<file path="src/rtl/pattern_chain_pkg.sv">
// Shared types and cell function for the pattern chain pipeline.
package pattern_chain_pkg;

  localparam int unsigned DEF_WIDTH   = 4;
  localparam int unsigned DEF_STAGES  = 2;
  localparam int unsigned DEF_COUNT_W = 16;

  typedef struct packed {
    logic a;
    logic b;
    logic c;
    logic d;
  } lane_t;

  // One lane of the pattern cell; s is the lane's toggle state before the update.
  function automatic lane_t cell_fn(input lane_t x, input logic s);
    lane_t y;
    y.a = ~(x.a & ~x.b);
    y.b = ~(x.c & ~(x.d | ~x.b));
    y.c = ~x.d;
    y.d = s ^ x.d;
    return y;
  endfunction

endpackage

</file>
<file path="src/rtl/pattern_chain_stage.sv">
// One pipeline stage: per-lane pattern cell, data/toggle-state registers, valid bit.
module pattern_chain_stage
  import pattern_chain_pkg::*;
#(
  parameter int unsigned WIDTH = DEF_WIDTH
) (
  input  logic              clk,
  input  logic              rst_n,
  input  logic              up_valid,
  output logic              up_ready_c,
  input  lane_t [WIDTH-1:0] up_data,
  output logic              dn_valid,
  input  logic              dn_ready,
  output lane_t [WIDTH-1:0] dn_data
);

  logic              valid_q;
  lane_t [WIDTH-1:0] data_q;
  logic  [WIDTH-1:0] state_q;
  lane_t [WIDTH-1:0] cell_c;
  logic  [WIDTH-1:0] state_next_c;
  logic              adv_c;

  assign up_ready_c = ~valid_q | dn_ready;
  assign adv_c      = up_valid & up_ready_c;
  assign dn_valid   = valid_q;
  assign dn_data    = data_q;

  // The stored nd is the post-toggle state, so it doubles as the next state.
  always_comb begin
    cell_c       = '0;
    state_next_c = '0;
    for (int i = 0; i < int'(WIDTH); i++) begin
      cell_c[i]       = cell_fn(up_data[i], state_q[i]);
      state_next_c[i] = cell_c[i].d;
    end
  end

  always_ff @(posedge clk or negedge rst_n) begin
    if (!rst_n) begin
      valid_q <= 1'b0;
      data_q  <= '0;
      state_q <= '0;
    end else if (adv_c) begin
      valid_q <= 1'b1;
      data_q  <= cell_c;
      state_q <= state_next_c;
    end else if (dn_ready) begin
      valid_q <= 1'b0;
    end
  end

endmodule

</file>
<file path="src/rtl/pattern_chain_pipe.sv">
// Chain of STAGES pattern cells with valid/ready flow, transfer counter and
// optional output signature (PATTERN_CHAIN_MISR_EN).
module pattern_chain_pipe
  import pattern_chain_pkg::*;
#(
  parameter int unsigned WIDTH   = DEF_WIDTH,
  parameter int unsigned STAGES  = DEF_STAGES,
  parameter int unsigned COUNT_W = DEF_COUNT_W
) (
  input  logic               blif_clk_net,
  input  logic               blif_reset_net,
  input  logic               in_valid,
  output logic               in_ready,
  input  logic [WIDTH-1:0]   in_a,
  input  logic [WIDTH-1:0]   in_b,
  input  logic [WIDTH-1:0]   in_c,
  input  logic [WIDTH-1:0]   in_d,
  output logic               out_valid,
  input  logic               out_ready,
  output logic [WIDTH-1:0]   out_a,
  output logic [WIDTH-1:0]   out_b,
  output logic [WIDTH-1:0]   out_c,
  output logic [WIDTH-1:0]   out_d,
  output logic [COUNT_W-1:0] out_count,
  output logic [4*WIDTH-1:0] out_sig
);

  logic [STAGES:0]   vld;
  logic [STAGES:0]   rdy;
  lane_t [WIDTH-1:0] bus [STAGES+1];
  logic              out_fire_c;

  assign vld[0]      = in_valid;
  assign in_ready    = rdy[0];
  assign rdy[STAGES] = out_ready;
  assign out_valid   = vld[STAGES];
  assign out_fire_c  = out_valid & out_ready;

  // Lane-wise repacking between the flat buses and the bundle array.
  genvar i;
  for (i = 0; i < int'(WIDTH); i++) begin : g_lane
    assign bus[0][i] = {in_a[i], in_b[i], in_c[i], in_d[i]};
    assign out_a[i]  = bus[STAGES][i].a;
    assign out_b[i]  = bus[STAGES][i].b;
    assign out_c[i]  = bus[STAGES][i].c;
    assign out_d[i]  = bus[STAGES][i].d;
  end

  genvar k;
  for (k = 0; k < int'(STAGES); k++) begin : g_stage
    pattern_chain_stage #(.WIDTH(WIDTH)) u_stage (
      .clk        (blif_clk_net),
      .rst_n      (blif_reset_net),
      .up_valid   (vld[k]),
      .up_ready_c (rdy[k]),
      .up_data    (bus[k]),
      .dn_valid   (vld[k+1]),
      .dn_ready   (rdy[k+1]),
      .dn_data    (bus[k+1])
    );
  end

  always_ff @(posedge blif_clk_net or negedge blif_reset_net) begin
    if (!blif_reset_net) begin
      out_count <= '0;
    end else if (out_fire_c) begin
      out_count <= out_count + COUNT_W'(1);
    end
  end

`ifdef PATTERN_CHAIN_MISR_EN
  localparam int unsigned SIG_W = 4 * WIDTH;
  logic [SIG_W-1:0] sig_q;

  always_ff @(posedge blif_clk_net or negedge blif_reset_net) begin
    if (!blif_reset_net) begin
      sig_q <= '0;
    end else if (out_fire_c) begin
      sig_q <= {sig_q[SIG_W-2:0], sig_q[SIG_W-1]} ^ {out_d, out_c, out_b, out_a};
    end
  end

  assign out_sig = sig_q;
`else
  assign out_sig = '0;
`endif

endmodule
</file>
<file path="config.mk">
export PLATFORM = sky130hd
export DESIGN_NAME = pattern_chain_pipe
export DESIGN_NICKNAME = d
export VERILOG_FILES = /design/src/rtl/pattern_chain_pkg.sv /design/src/rtl/pattern_chain_stage.sv /design/src/rtl/pattern_chain_pipe.sv
export SDC_FILE = /design/constraint.sdc
export NUM_CORES = 1
export LEC_CHECK = 0
export BUFFER_PORTS_ARGS = -buffer_cell sky130_fd_sc_hd__buf_2
export CAP_MARGIN = 20
export CORE_UTILIZATION = 50
export DETAILED_ROUTE_END_ITERATION = 16
export PLACE_DENSITY = 0.86
export RECOVER_POWER = 50
export SYNTH_ARGS = -nofsm -noshare
export SYNTH_HDL_FRONTEND = slang
export SYNTH_SLANG_ARGS = --single-unit
</file>
<file path="constraint.sdc">
create_clock -name blif_clk_net -period 1.6 [get_ports blif_clk_net]
set_clock_uncertainty 0.15 [all_clocks]
set_input_delay 0.16 -clock blif_clk_net [delete_from_list [all_inputs] [get_ports blif_clk_net]]
set_output_delay 0.16 -clock blif_clk_net [all_outputs]
set_load 0.05 [all_outputs]
</file>
==> impl_metrics.tcl <==
set metrics [dict create \
    avgSynthCellArea_sq_um 10.5 \
    diodes 0 \
    cts_tree "built" \
    cts_max_path_buffers 2 \
    outcome "finished, final reports clean" \
    crit_path_end_kind "primary output" \
    start_util_pct 52.3 \
    worst_pin_slew_ns 1.01 \
    cts_inserted_buffers 5 \
    overflow 0 \
    die_h_microns 69.7 \
    finalCritPeriodShare_pct 96.6 \
    synthAdderAreaFrac_pct 0.546 \
    worstSetupPathType "reg2out" \
    clk_pin_slew_ns 0.09 \
    synth-compound-area-share_pct 5.67 \
    swShare_pct 44.3 \
    use_met2_pct 29.3 \
    wl_per_cell_microns 12.7 \
    cp_max_fo 6 \
    seqPwrFrac_pct 43.9 \
    power.switching_mw 1.85 \
    die-width_microns 69.7 \
    core-area_sq_um 4380 \
    hold_class "in2reg" \
    ys_seq_elements 50 \
    fin_hold_ws_ns 0.0518 \
    cp_top_family "flip-flops" \
    leakagePower_nw 1.30 \
    setup_tns_ns 0 \
    nFillCells 364 \
    fin_crit_ns 1.55 \
    synth.area.mux_share_pct 0.491 \
    startpoint_type "flop" \
    p_comb_share_pct 37.9 \
    insertion_delay_ns 0.30 \
    setup_viol_count_final 0 \
    r2r_slack_ns 0.06 \
    final_area_sq_um 2700 \
    routabilityCongestion 0.762 \
    cp_data_required_time_ns 1.29 \
    power.total_mw 4.18 \
    ir_drop_v 0.000888 \
    dp_cells 305 \
    port_buffers 53 \
    rows 24 \
    r2r_end "g_stage[0].u_stage.dn_data[14]" \
    synth_top_family_by_area "simple AND/OR/NAND/NOR gates" \
    p_per_area_nw_per_um2 1550 \
    cap_violations 0 \
    clkSinkCount 50 \
    ant_nets 0 \
    path_cells "nand3b_1 > buf_2" \
    top_usage_layer "met2" \
    ys_types 30 \
    io_pins 70 \
    ys_top_cells_by_area "dfrtp_1, buf_4, xnor2_1" \
    syn_inst 219 \
    ys_seq_area_share_pct 54.6 \
    syn_to_final_growth_pct 17.7 \
    slowest_delay_ns 0.46 \
    vias_per_cell 4.76 \
    drtIter0Drc 83 \
    rr_worst_depth 4 \
    rsz0062_at_grt "yes" \
    netlist_area_sq_um 2290 \
    synthSimpleGateAreaFrac_pct 16.0 \
    power_frac_clock_pct 18.2 \
    holdPathEnd "out_count[0]" \
    root_buffer "clkbuf_8" \
    yosys.area.top_type_share_pct 54.6 \
    p_int_mw 2.33 \
    slew_violations 0 \
    cp_data_arrival_time_ns 1.24 \
    placed_cell_area_sq_um 2460 \
    grt.total_usage_pct 18.2 \
    worst_path_max_delay_cell "dfrtp_2" \
    met3_usage_pct 4.80 \
    fin_cells 327 \
    antenna_found_initial 0 \
    grt_start_max_net_pins 34 \
    fmax_mhz 647 \
    wirelength_mm 4.16 \
    yosys_warnings 0 \
    grt_pass1_vias 1498 \
    dpl.hpwl_mm 3.00 \
    drc 0 \
    die-area_sq_um 4860 \
    drive_above_1_share_pct 29.1 \
    relSlewSlack_pct 32.8 \
    vias 1555 \
    path_buf_inv 1 \
    hold_viol 0 \
    reg2reg_from "g_stage[1].u_stage.dn_valid" \
    whs_path_depth 3 \
    use_met1_pct 23.4 \
    grt_pass1_wl_mm 6.89 \
    nNetsFinal 295 \
    min_from "out_ready" \
    htree_levels 2 \
    drtPass1Iterations 4 \
    synth_xor_xnor_area_share_pct 8.78 \
    yosysTopAreaCell "dfrtp_1" \
]
-- how the worst max path moves through the flow --
stage	start	endpoint	slack, ns	cells past startpoint
6_report	g_stage[1].u_stage.dn_valid	in_ready	0.05	2
5_1_grt	g_stage[1].u_stage.dn_valid	g_stage[0].u_stage.dn_data[10]	-0.04	4
4_1_cts	g_stage[1].u_stage.dn_valid	in_ready	0.05	2
3_5_place_dp	g_stage[1].u_stage.dn_valid	g_stage[0].u_stage.dn_data[2]	0.1	4
3_3_place_gp	g_stage[1].u_stage.dn_valid	out_count[15]	0.18	4
2_1_floorplan	g_stage[1].u_stage.dn_valid	g_stage[0].u_stage.dn_data[11]	-0.34	5
-- worst reg2reg max path, cell delays in order, from the launching register on --
cell and delay, ns:
dfrtp_2 0.46, nand3b_1 0.19, nand2_2 0.20, nor4b_1 0.37, a21oi_1 0.07
-- per-layer routing --
metal	part of all wire [%]	routed length [microns]
met1	46	1900
met2	48	1990
met3	4.9	204
met4	1.5	62
met5	0	0
-- power by group through the flow --
stage          registers (mW)  clock network [mW]  logic [mW]
6_report                 1.83               0.758        1.58
4_1_cts                  1.84               0.766        1.61
3_5_place_dp             1.87                   0        1.59
3_3_place_gp             1.85                   0        1.55
2_1_floorplan            2.09                   0        1.20
5_1_grt                  1.88               0.829        1.69
-- through the flow --
step	setup WS (ns)	util [%]
6_report	0.0549	61.6
2_1_floorplan	-0.342	-
4_1_cts	0.0532	61.6
3_5_place_dp	0.0981	56.2
5_1_grt	-0.0434	61.6
3_3_place_gp	0.181	56.2
-- Yosys cell counts (all sizes together) --
master and n:
or2 1, nand3 5, conb 1, inv 10, nor4b 4, nor2 12, a21oi 4, and2 2
nor3 3, nand3b 1, mux2 1, nand2b 3, ha 1, nand4 2, buf 36, xnor2 17
a31oi 8, dfrtp 50, clkbuf 1, xor2 6, o21ai 12, and3 3, nand2 36
-- cell usage in the layout, fill, tap and decap left out, types with 2 or more instances in the layout --
| cell | n |
|---|---|
| buf_2 | 44 |
| dfrtp_1 | 38 |
| nand2_1 | 33 |
| xnor2_1 | 17 |
| conb_1 | 16 |
| dlygate4sd3_1 | 14 |
| nor2_1 | 12 |
| dfrtp_2 | 12 |
| inv_1 | 10 |
| clkbuf_1 | 9 |
| o21ai_0 | 8 |
| a31oi_1 | 8 |
| xor2_1 | 6 |
| clkbuf_8 | 6 |
| o21ai_1 | 4 |
| a21oi_1 | 4 |
| nand2b_1 | 3 |
| and3_1 | 3 |
| nand3_1 | 3 |
| nand2_2 | 3 |
| nand3_2 | 2 |
| nor3_2 | 2 |
| nor4b_1 | 2 |
| nor4b_2 | 2 |
| buf_4 | 2 |
-- state kept, by name (all words and copies together) (netlist names) --
register,flops
g_stage.u_stage.dn_data,25
out_count,16
g_stage.u_stage.state_q,7
g_stage.u_stage.dn_valid,2
-- layout make-up --
class	count	area [sq um]	share of cell area [%]
sequential	50	1270	46.9
multi-input combinational	137	807	29.9
timing repair buffer	70	429	15.9
clock buffer	6	82.6	3.06
tap	52	65.1	2.41
inverter	10	37.5	1.39
clock inverter	2	12.5	0.463
-- what timing repair did --
item / 4_1_cts / 5_1_grt
setup endpoints to repair: 0 / 5
hold buffers: 14 / 0
resized for setup: 0 / 2
endpoints found under the hold margin: 29 / 0
buffers inserted: 0 / 0
-- logic make-up (layout without fill, tap and decap cells) --
| group | Yosys count | after routing |
|---|---|---|
| and+or+nand+nor | 72 | 72 |
| buffers and inverters | 47 | 88 |
| AOI/OAI and AO/OA | 24 | 24 |
| other | 1 | 16 |
| muxes | 1 | 1 |
| DFF | 50 | 50 |
| xor gates and xnor gates | 23 | 23 |
| adders and majority gates | 1 | 1 |
No activity file was read; power rests on OpenSTA's default activity.
